[src/rtl/simt_pc.sv]
// Shared program counter for a SIMT core: one PC, per-lane NZP flags, an active
// lane mask and a reconvergence stack so divergent BRnzp paths rejoin at SYNC.
module simt_pc #(
    parameter int THREADS_PER_BLOCK     = 4,
    parameter int DATA_MEM_DATA_BITS    = 8,
    parameter int PROGRAM_MEM_ADDR_BITS = 8,
    parameter int STACK_DEPTH           = 4
) (
    input  logic                                            clk,
    input  logic                                            reset,
    input  logic                                            enable,
    input  logic [2:0]                                      core_state,
    input  logic [THREADS_PER_BLOCK-1:0]                    thread_enable,
    input  logic [2:0]                                      decoded_nzp,
    input  logic [DATA_MEM_DATA_BITS-1:0]                   decoded_immediate,
    input  logic                                            decoded_nzp_write_enable,
    input  logic                                            decoded_pc_mux,
    input  logic                                            decoded_sync,
    input  logic [THREADS_PER_BLOCK*DATA_MEM_DATA_BITS-1:0] alu_out,
    input  logic [PROGRAM_MEM_ADDR_BITS-1:0]                current_pc,
    output logic [PROGRAM_MEM_ADDR_BITS-1:0]                next_pc,
    output logic [THREADS_PER_BLOCK-1:0]                    active_mask,
    output logic [$clog2(STACK_DEPTH+1)-1:0]                stack_depth,
    output logic                                            stack_overflow
);

    localparam int T  = THREADS_PER_BLOCK;
    localparam int W  = DATA_MEM_DATA_BITS;
    localparam int A  = PROGRAM_MEM_ADDR_BITS;
    localparam int DW = $clog2(STACK_DEPTH + 1);
    localparam int AW = $clog2(STACK_DEPTH);

    localparam logic [2:0] EXECUTE = 3'b101;
    localparam logic [2:0] UPDATE  = 3'b110;

    logic [A-1:0]  next_pc_q, next_pc_d;
    logic [T-1:0]  mask_q, mask_d;
    logic [DW-1:0] depth_q, depth_d;
    logic          overflow_q, overflow_d;
    logic [2:0]    nzp_q [T];

    logic [A-1:0]  stack_pc_q     [STACK_DEPTH];
    logic [T-1:0]  stack_mask_q   [STACK_DEPTH];
    logic          stack_rejoin_q [STACK_DEPTH];

    logic [T-1:0]  eff;
    logic [T-1:0]  taken;
    logic [A-1:0]  imm;
    logic [A-1:0]  pc_plus1;
    logic [AW-1:0] top_idx;
    logic [AW-1:0] push_idx;
    logic          push;
    logic          pop;
    logic          room_for_two;
    logic          unused_bits;

    assign eff          = mask_q & thread_enable;
    assign pc_plus1     = current_pc + 1'b1;
    assign top_idx      = AW'(depth_q - DW'(1));
    assign push_idx     = AW'(depth_q);
    assign room_for_two = (depth_q <= DW'(STACK_DEPTH - 2));
    assign unused_bits  = ^{alu_out, decoded_immediate};

    generate
        if (W >= A) begin : g_imm_slice
            assign imm = decoded_immediate[A-1:0];
        end else begin : g_imm_zext
            assign imm = {{(A - W){1'b0}}, decoded_immediate};
        end
    endgenerate

    // Per-lane NZP flags and branch outcome.
    genvar gi;
    generate
        for (gi = 0; gi < T; gi++) begin : g_lane
            assign taken[gi] = eff[gi] & |(nzp_q[gi] & decoded_nzp);

            always_ff @(posedge clk) begin
                if (!reset) begin
                    nzp_q[gi] <= 3'b000;
                end else if (enable && core_state == UPDATE
                             && decoded_nzp_write_enable && eff[gi]) begin
                    nzp_q[gi] <= alu_out[gi*W +: 3];
                end
            end
        end
    endgenerate

    always_comb begin
        next_pc_d  = next_pc_q;
        mask_d     = mask_q;
        depth_d    = depth_q;
        overflow_d = overflow_q;
        push       = 1'b0;
        pop        = 1'b0;
        if (core_state == EXECUTE) begin
            next_pc_d = pc_plus1;
            if (decoded_sync) begin
                if (depth_q != '0) begin
                    pop     = 1'b1;
                    depth_d = depth_q - DW'(1);
                    mask_d  = stack_mask_q[top_idx];
                    if (!stack_rejoin_q[top_idx]) begin
                        next_pc_d = stack_pc_q[top_idx];
                    end
                end
            end else if (decoded_pc_mux) begin
                if (taken == eff) begin
                    next_pc_d = imm;
                end else if (taken != '0) begin
                    // Divergent: run the taken lanes first, park the rest.
                    if (room_for_two) begin
                        push      = 1'b1;
                        depth_d   = depth_q + DW'(2);
                        next_pc_d = imm;
                        mask_d    = taken;
                    end else begin
                        overflow_d = 1'b1;
                    end
                end
            end
        end
    end

    always_ff @(posedge clk) begin
        if (!reset) begin
            next_pc_q  <= '0;
            mask_q     <= '1;
            depth_q    <= '0;
            overflow_q <= 1'b0;
            for (int i = 0; i < STACK_DEPTH; i++) begin
                stack_pc_q[i]     <= '0;
                stack_mask_q[i]   <= '0;
                stack_rejoin_q[i] <= 1'b0;
            end
        end else if (enable) begin
            next_pc_q  <= next_pc_d;
            mask_q     <= mask_d;
            depth_q    <= depth_d;
            overflow_q <= overflow_d;
            if (push) begin
                stack_pc_q[push_idx]              <= '0;
                stack_mask_q[push_idx]            <= mask_q;
                stack_rejoin_q[push_idx]          <= 1'b1;
                stack_pc_q[push_idx + AW'(1)]     <= pc_plus1;
                stack_mask_q[push_idx + AW'(1)]   <= eff & ~taken;
                stack_rejoin_q[push_idx + AW'(1)] <= 1'b0;
            end else if (pop) begin
                stack_rejoin_q[top_idx] <= 1'b0;
            end
        end
    end

    assign next_pc        = next_pc_q;
    assign active_mask    = mask_q;
    assign stack_depth    = depth_q;
    assign stack_overflow = overflow_q;

endmodule

[config.mk]
export PLATFORM = sky130hd
export DESIGN_NAME = simt_pc
export DESIGN_NICKNAME = d
export VERILOG_FILES = /design/src/rtl/simt_pc.sv
export SDC_FILE = /design/constraint.sdc
export NUM_CORES = 1
export LEC_CHECK = 0
export CORE_MARGIN = 2
export CORE_UTILIZATION = 52
export CTS_CLUSTER_SIZE = 20
export DETAILED_ROUTE_END_ITERATION = 10
export GPL_TIMING_DRIVEN = 0
export PLACE_DENSITY = 0.79
export REMOVE_ABC_BUFFERS = 1
export SYNTH_ARGS = -nofsm -noshare
export SYNTH_HDL_FRONTEND = slang
export SYNTH_SLANG_ARGS = --single-unit
[constraint.sdc]
create_clock -name clk -period 5.45 [get_ports clk]
set_input_delay 0.545 -clock clk [delete_from_list [all_inputs] [get_ports clk]]
set_output_delay 0.545 -clock clk [all_outputs]
set_load 0.02 [all_outputs]
==> results.sh, run 1 <==
export IMPL_outcome="finished, final reports clean"
export IMPL_cpPeakStageDelay_ps=920
export IMPL_post_cts_resized=0
export IMPL_tightest_slew_ps=1093
export IMPL_holdCritPathClass="flip-flop to flip-flop"
export IMPL_htree_levels=3
export IMPL_grt_usage=0.2442
export IMPL_layout_setup_ws_ps=1229
export IMPL_cts_root_buf="clkbuf_8"
export IMPL_layout_common_cells="nor2_1 (61), edfxtp_1 (60), clkdlybuf4s50_1 (59)"
export IMPL_synth_ff_type="edfxtp_1"
export IMPL_pre_cts_slack_ps=630.3
export IMPL_n_antenna_cell=0
export IMPL_synth_distinct_cells=46
export IMPL_timing_final_max_slew_violations=0
export IMPL_place_hpwl_um=7199
export IMPL_period_share=0.7745
export IMPL_finalClockSkew_ps=13.05
export IMPL_power_density_mw_per_mm2=257.7
export IMPL_grt_max_degree=28
export IMPL_cts_tree="built"
export IMPL_num_io_pins=80
export IMPL_critPathArrivalTime_ps=4470
export IMPL_synthesis_area_sq_mm=0.004149
export IMPL_remaining_drc_errors=0
export IMPL_grt_pass1_wl_um=16040
export IMPL_gp_congestion=0.8571
export IMPL_numPortBuffers=59
export IMPL_antenna_found_initial=0
export IMPL_start_util=0.5369
export IMPL_relSlewSlack=0.2713
export IMPL_rows=32
export IMPL_clk_latency_ps=360
export IMPL_coreArea_sq_mm=0.007727
export IMPL_yosysSeqAreaShare=0.5308
export IMPL_mostFrequentLayoutCell="nor2_1"
export IMPL_cp_end_kind="flip-flop"
export IMPL_max_freq_mhz=236.9
export IMPL_drtIter0Drc=379
export IMPL_hold_buffers=0
export IMPL_area_delta_synth_final_pct=22.07
export IMPL_leakagePower_nw=1.849
export IMPL_drt_first_pass_iters=5
export IMPL_drive_gt1_frac=0.1009
export IMPL_ant_nets=0
export IMPL_fin_nets=502
export IMPL_fp_dieW_um=93.33
export IMPL_die_y_um=93.33
export IMPL_via_count=3367
export IMPL_path_cells="inv_1 -> ha_1 -> mux4_2 -> a21oi_1 -> o21ai_0 -> a221o_1"
export IMPL_clk_pin_slew_ps=90
export IMPL_syn_inst=377
export IMPL_synth_seq_cells=80
export IMPL_cts_made_buffers=9
export IMPL_synth_edf_count=60
export IMPL_crit_path_max_fanout=27
export IMPL_crit_path_start_kind="flip-flop"
export IMPL_fp_dieArea_sq_mm=0.008710
export IMPL_gr_total_overflow=0
export IMPL_cts_sinks=80
export IMPL_crit_slowest_cell="ha_1"
export IMPL_cts_setup_buffers=0
export IMPL_required_ps=5700
export IMPL_grt_setup_unrepaired="no"
export IMPL_finalSetupTns_ps=0
export IMPL_peakVddDrop_mv=0.1471
export IMPL_viasPerCell=6.258
export IMPL_wl_um=10370
export IMPL_routedWlPerCell_um=19.28
export IMPL_hold_viol=0
export IMPL_setup_violations_final=0
export IMPL_period_needed_ps=4221
export IMPL_avgSynthCellArea_sq_um=11.01
export IMPL_fillers=597
export IMPL_grt_pass1_vias=3254
export IMPL_critical_path_class="flip-flop to flip-flop"
export IMPL_yosys_warnings=0
export IMPL_max_cap_viol_count=0
export IMPL_cts_path_max_buffers=2
export IMPL_synthArstFlopShare=0
[metal layers]
metal,vias to the layer above,GRT usage,part of all wire
li1,1542,-,-
met1,1636,0.2919,0.40
met2,167,0.4257,0.51
met3,22,0.05560,0.077
met4,0,0.09804,0.018
met5,-,0,0
[worst max-delay path: cells and delay by family (launching register included)]
kind | cells | cell delay [ps]
buffers and inverters | 1 | 330
flip-flops | 1 | 840
multiplexers | 1 | 590
adder cells (fa/ha/maj) | 1 | 920
AO/OA/AOI/OAI | 3 | 1420
[Yosys cell counts, drive strengths merged, types with 2 or more instances]
master | number | area, sq um
a222oi | 4 | 40.04
or3 | 2 | 12.51
mux2i | 7 | 70.07
nor2 | 61 | 229.0
inv | 6 | 22.52
nand4 | 2 | 12.51
o21ai | 25 | 125.1
and2 | 10 | 70.07
edfxtp | 60 | 1802
nand3 | 17 | 85.08
o31ai | 2 | 15.01
ha | 7 | 87.58
or4 | 2 | 22.52
dfxtp | 20 | 400.4
a22oi | 18 | 148.9
nor2b | 4 | 25.02
mux4 | 13 | 292.8
a221oi | 8 | 70.07
nor3b | 4 | 30.03
and3 | 16 | 100.1
xnor2 | 3 | 26.28
nand2 | 25 | 93.84
a211oi | 2 | 15.01
clkbuf | 16 | 60.06
xor2 | 4 | 35.03
nor3 | 6 | 30.03
a21oi | 11 | 55.05
nor4 | 3 | 33.78
a221o | 3 | 30.03
buf | 5 | 25.02
[power breakdown]
group / internal (mW) / switching (mW) / total, mW / leakage, nW
sequential: 0.670 / 0.00681 / 0.677 / 0.782
combinational: 0.0615 / 0.0695 / 0.131 / 0.956
clock: 0.263 / 0.235 / 0.497 / 0.110
total: 0.994 / 0.311 / 1.31 / 1.85
[layout make-up]
class | count | area (sq um) | share of cell area
timing repair buffer | 64 | 645.6 | 0.1275
inverter | 7 | 26.28 | 0.005188
sequential | 80 | 2203 | 0.4350
clock buffer | 9 | 123.9 | 0.02446
multi-input combinational | 269 | 1836 | 0.3624
clock inverter | 7 | 102.6 | 0.02026
tap | 102 | 127.6 | 0.02520
[cell families after synthesis]
group / synth area share
AO/OA/AOI/OAI: 0.1357
flip-flops: 0.5308
adder cells (fa/ha/maj): 0.02111
XOR/XNOR: 0.01478
AND/OR/NAND/NOR: 0.1834
buffers and inverters: 0.02684
multiplexers: 0.08746
[metrics by stage]
step	instances	area (sq um)	util	hold WS, ps	total power [mW]
6_report	538	5065	0.6554	485.3	1.305
5_1_grt	538	5065	0.6554	507.7	1.341
4_1_cts	538	5064	0.6553	492.8	1.308
3_5_place_dp	522	4837	0.6260	471.0	0.8203
3_3_place_gp	517	4782	0.6188	466.0	0.8127
2_1_floorplan	356	4064	-	456.0	0.7523
[sequential cells by signal, indices dropped and copies added (netlist names)]
register,count
stack_depth,3
next_pc,8
stack_pc_q,32
stack_rejoin_q,4
stack_mask_q,16
nzp_q,12
stack_overflow,1
active_mask,4
[final timing paths]
check / from / end / slack (ps) / cells after the start
setup / recovery: stack_depth[0] / next_pc[4] / 1230 / 6
setup reg to reg: stack_depth[0] / next_pc[4] / 1230 / 6
hold reg to reg: stack_overflow / stack_overflow / 490 / 2
hold / removal: stack_overflow / stack_overflow / 490 / 2
Note: power is estimated with default switching activity, not from simulation.
==> inputs of run 2 (changes only) <==
Clock period 5.45 ns to 4.03 ns, I/O delays scaled along.
==> results.sh, run 2 (synthesis results as in run 1) <==
export IMPL_outcome="finished, final reports clean"
export IMPL_fin_total_pwr_mw=1.766
export IMPL_max_freq_mhz=267.7
export IMPL_regArea_sq_mm=0.002203
export IMPL_grt_pass1_wl_um=16050
export IMPL_detailroute_wirelength_met3_um=699
export IMPL_path_cells="inv_1 -> ha_1 -> a21oi_1 -> nor4_2 -> clkdlybuf4s18_2 -> nand2_1 -> nor3b_1"
export IMPL_cts_root_buf="clkbuf_8"
export IMPL_largest_reg_flops=32
export IMPL_htree_levels=3
export IMPL_power_density_mw_per_mm2=347.8
export IMPL_critical_path_class="flip-flop to flip-flop"
export IMPL_fillers=597
export IMPL_gp_congestion=0.8571
export IMPL_tightest_slew_ps=861.2
export IMPL_highest_layer="met4"
export IMPL_fin_cells=538
export IMPL_largest_registers="stack_pc_q x32, stack_mask_q x16, nzp_q x12"
export IMPL_grt_max_degree=28
export IMPL_timing_final_max_slew_violations=0
export IMPL_period_share=0.9271
export IMPL_cts_path_max_buffers=2
export IMPL_die_y_um=93.33
export IMPL_drive_gt1_frac=0.1078
export IMPL_multi_input_area_sq_mm=0.001848
export IMPL_grt_usage=0.2443
export IMPL_layout_common_cells="nor2_1 (61), edfxtp_1 (60), clkdlybuf4s50_1 (59)"
export IMPL_fp_dieArea_sq_mm=0.008710
export IMPL_crit_path_max_fanout=27
export IMPL_fin_util=0.6571
export IMPL_grt_setup_unrepaired="no"
export IMPL_ant_nets=0
export IMPL_crit_family="simple AND/OR/NAND/NOR gates"
export IMPL_rrSetupSlack_ps=290
export IMPL_viasPerCell=6.190
export IMPL_coreArea_sq_mm=0.007727
export IMPL_num_io_pins=80
export IMPL_clk_latency_ps=360
export IMPL_peakVddDrop_mv=0.1995
export IMPL_crit_slowest_cell="dfxtp_2"
export IMPL_remaining_drc_errors=0
export IMPL_cpPeakStageDelay_ps=840
export IMPL_dpl_instance_area_sq_mm=0.004837
export IMPL_cts_setup_buffers=0
export IMPL_route_met2_wl_um=5194
export IMPL_design_area_sq_mm=0.005077
export IMPL_worst_path_buf_inv=2
export IMPL_critPathArrivalTime_ps=3810
export IMPL_routedWlPerCell_um=19.23
export IMPL_period_needed_ps=3736
export IMPL_numPortBuffers=59
export IMPL_gr_total_overflow=0
export IMPL_via_count=3330
export IMPL_drt_first_pass_iters=5
export IMPL_relSlewSlack=0.4205
export IMPL_dp_cells=522
export IMPL_area_delta_synth_final_pct=22.38
export IMPL_max_cap_viol_count=0
export IMPL_n_antenna_cell=0
export IMPL_rows=32
export IMPL_place_hpwl_um=7199
export IMPL_wl_um=10350
export IMPL_cts_made_buffers=9
export IMPL_fin_nets=502
export IMPL_layout_setup_ws_ps=293.8
export IMPL_fp_dieW_um=93.33
export IMPL_largest_register="stack_pc_q"
export IMPL_hold_buffers=0
export IMPL_hold_worst_slack_ps=483.0
export IMPL_wirelength_met1_um=4263
export IMPL_clk_pin_slew_ps=90
export IMPL_leakagePower_nw=1.848
export IMPL_pre_cts_slack_ps=-789.7
export IMPL_setup_violations_final=0
export IMPL_antenna_found_initial=0
export IMPL_drtIter0Drc=349
export IMPL_holdCritPathClass="flip-flop to flip-flop"
export IMPL_crit_path_start_kind="flip-flop"
export IMPL_cp_end_kind="flip-flop"
export IMPL_start_util=0.5369
export IMPL_finalClockSkew_ps=12.76
export IMPL_cts_tree="built"
export IMPL_grt_pass1_vias=3249
export IMPL_required_ps=4110
export IMPL_mostFrequentLayoutCell="nor2_1"
export IMPL_finalSetupTns_ps=0
export IMPL_cts_sinks=80
export IMPL_hold_viol=0
==> run 2: final timing paths <==
check	from	end	depth (start not counted)
max	stack_depth[0]	stack_pc_q[2][0]	7
min reg2reg	stack_overflow	stack_overflow	2
min	stack_overflow	stack_overflow	2
max reg2reg	stack_depth[0]	stack_pc_q[2][0]	7
==> run 2: cell type report <==
cell class	instances	area share
clock buffers	9	0.02440
well taps	102	0.02514
flip-flops and latches	80	0.4340
clock inverters	7	0.02021
inverters	7	0.005175
multi-input cells	269	0.3640
repair buffers	64	0.1272
==> run 2: layer usage <==
| metal | vias to the layer above | GRT usage |
|---|---|---|
| met5 | - | 0 |
| met4 | 0 | 0.09314 |
| met3 | 22 | 0.05560 |
| met2 | 158 | 0.4281 |
| met1 | 1609 | 0.2924 |
| li1 | 1541 | - |
==> run 2: worst reg2reg max path: cells and delay by family, from the launching register on <==
kind / cells / cell delay (ps)
buf+inv: 2 / 670
compound gates: 1 / 600
flops: 1 / 840
fa+ha+maj: 1 / 470
simple gates: 3 / 880
==> run 2: timing repair <==
item / 4_1_cts / 5_1_grt
endpoints found under the setup margin: 37 / 14
resized for setup: 2 / 2
cloned: 0 / 0
==> run 2: power by group <==
group	internal (mW)	switching, mW	leakage [nW]
combinational	0.0832	0.0946	0.956
sequential	0.906	0.00908	0.782
clock	0.355	0.318	0.110
total	1.34	0.421	1.85
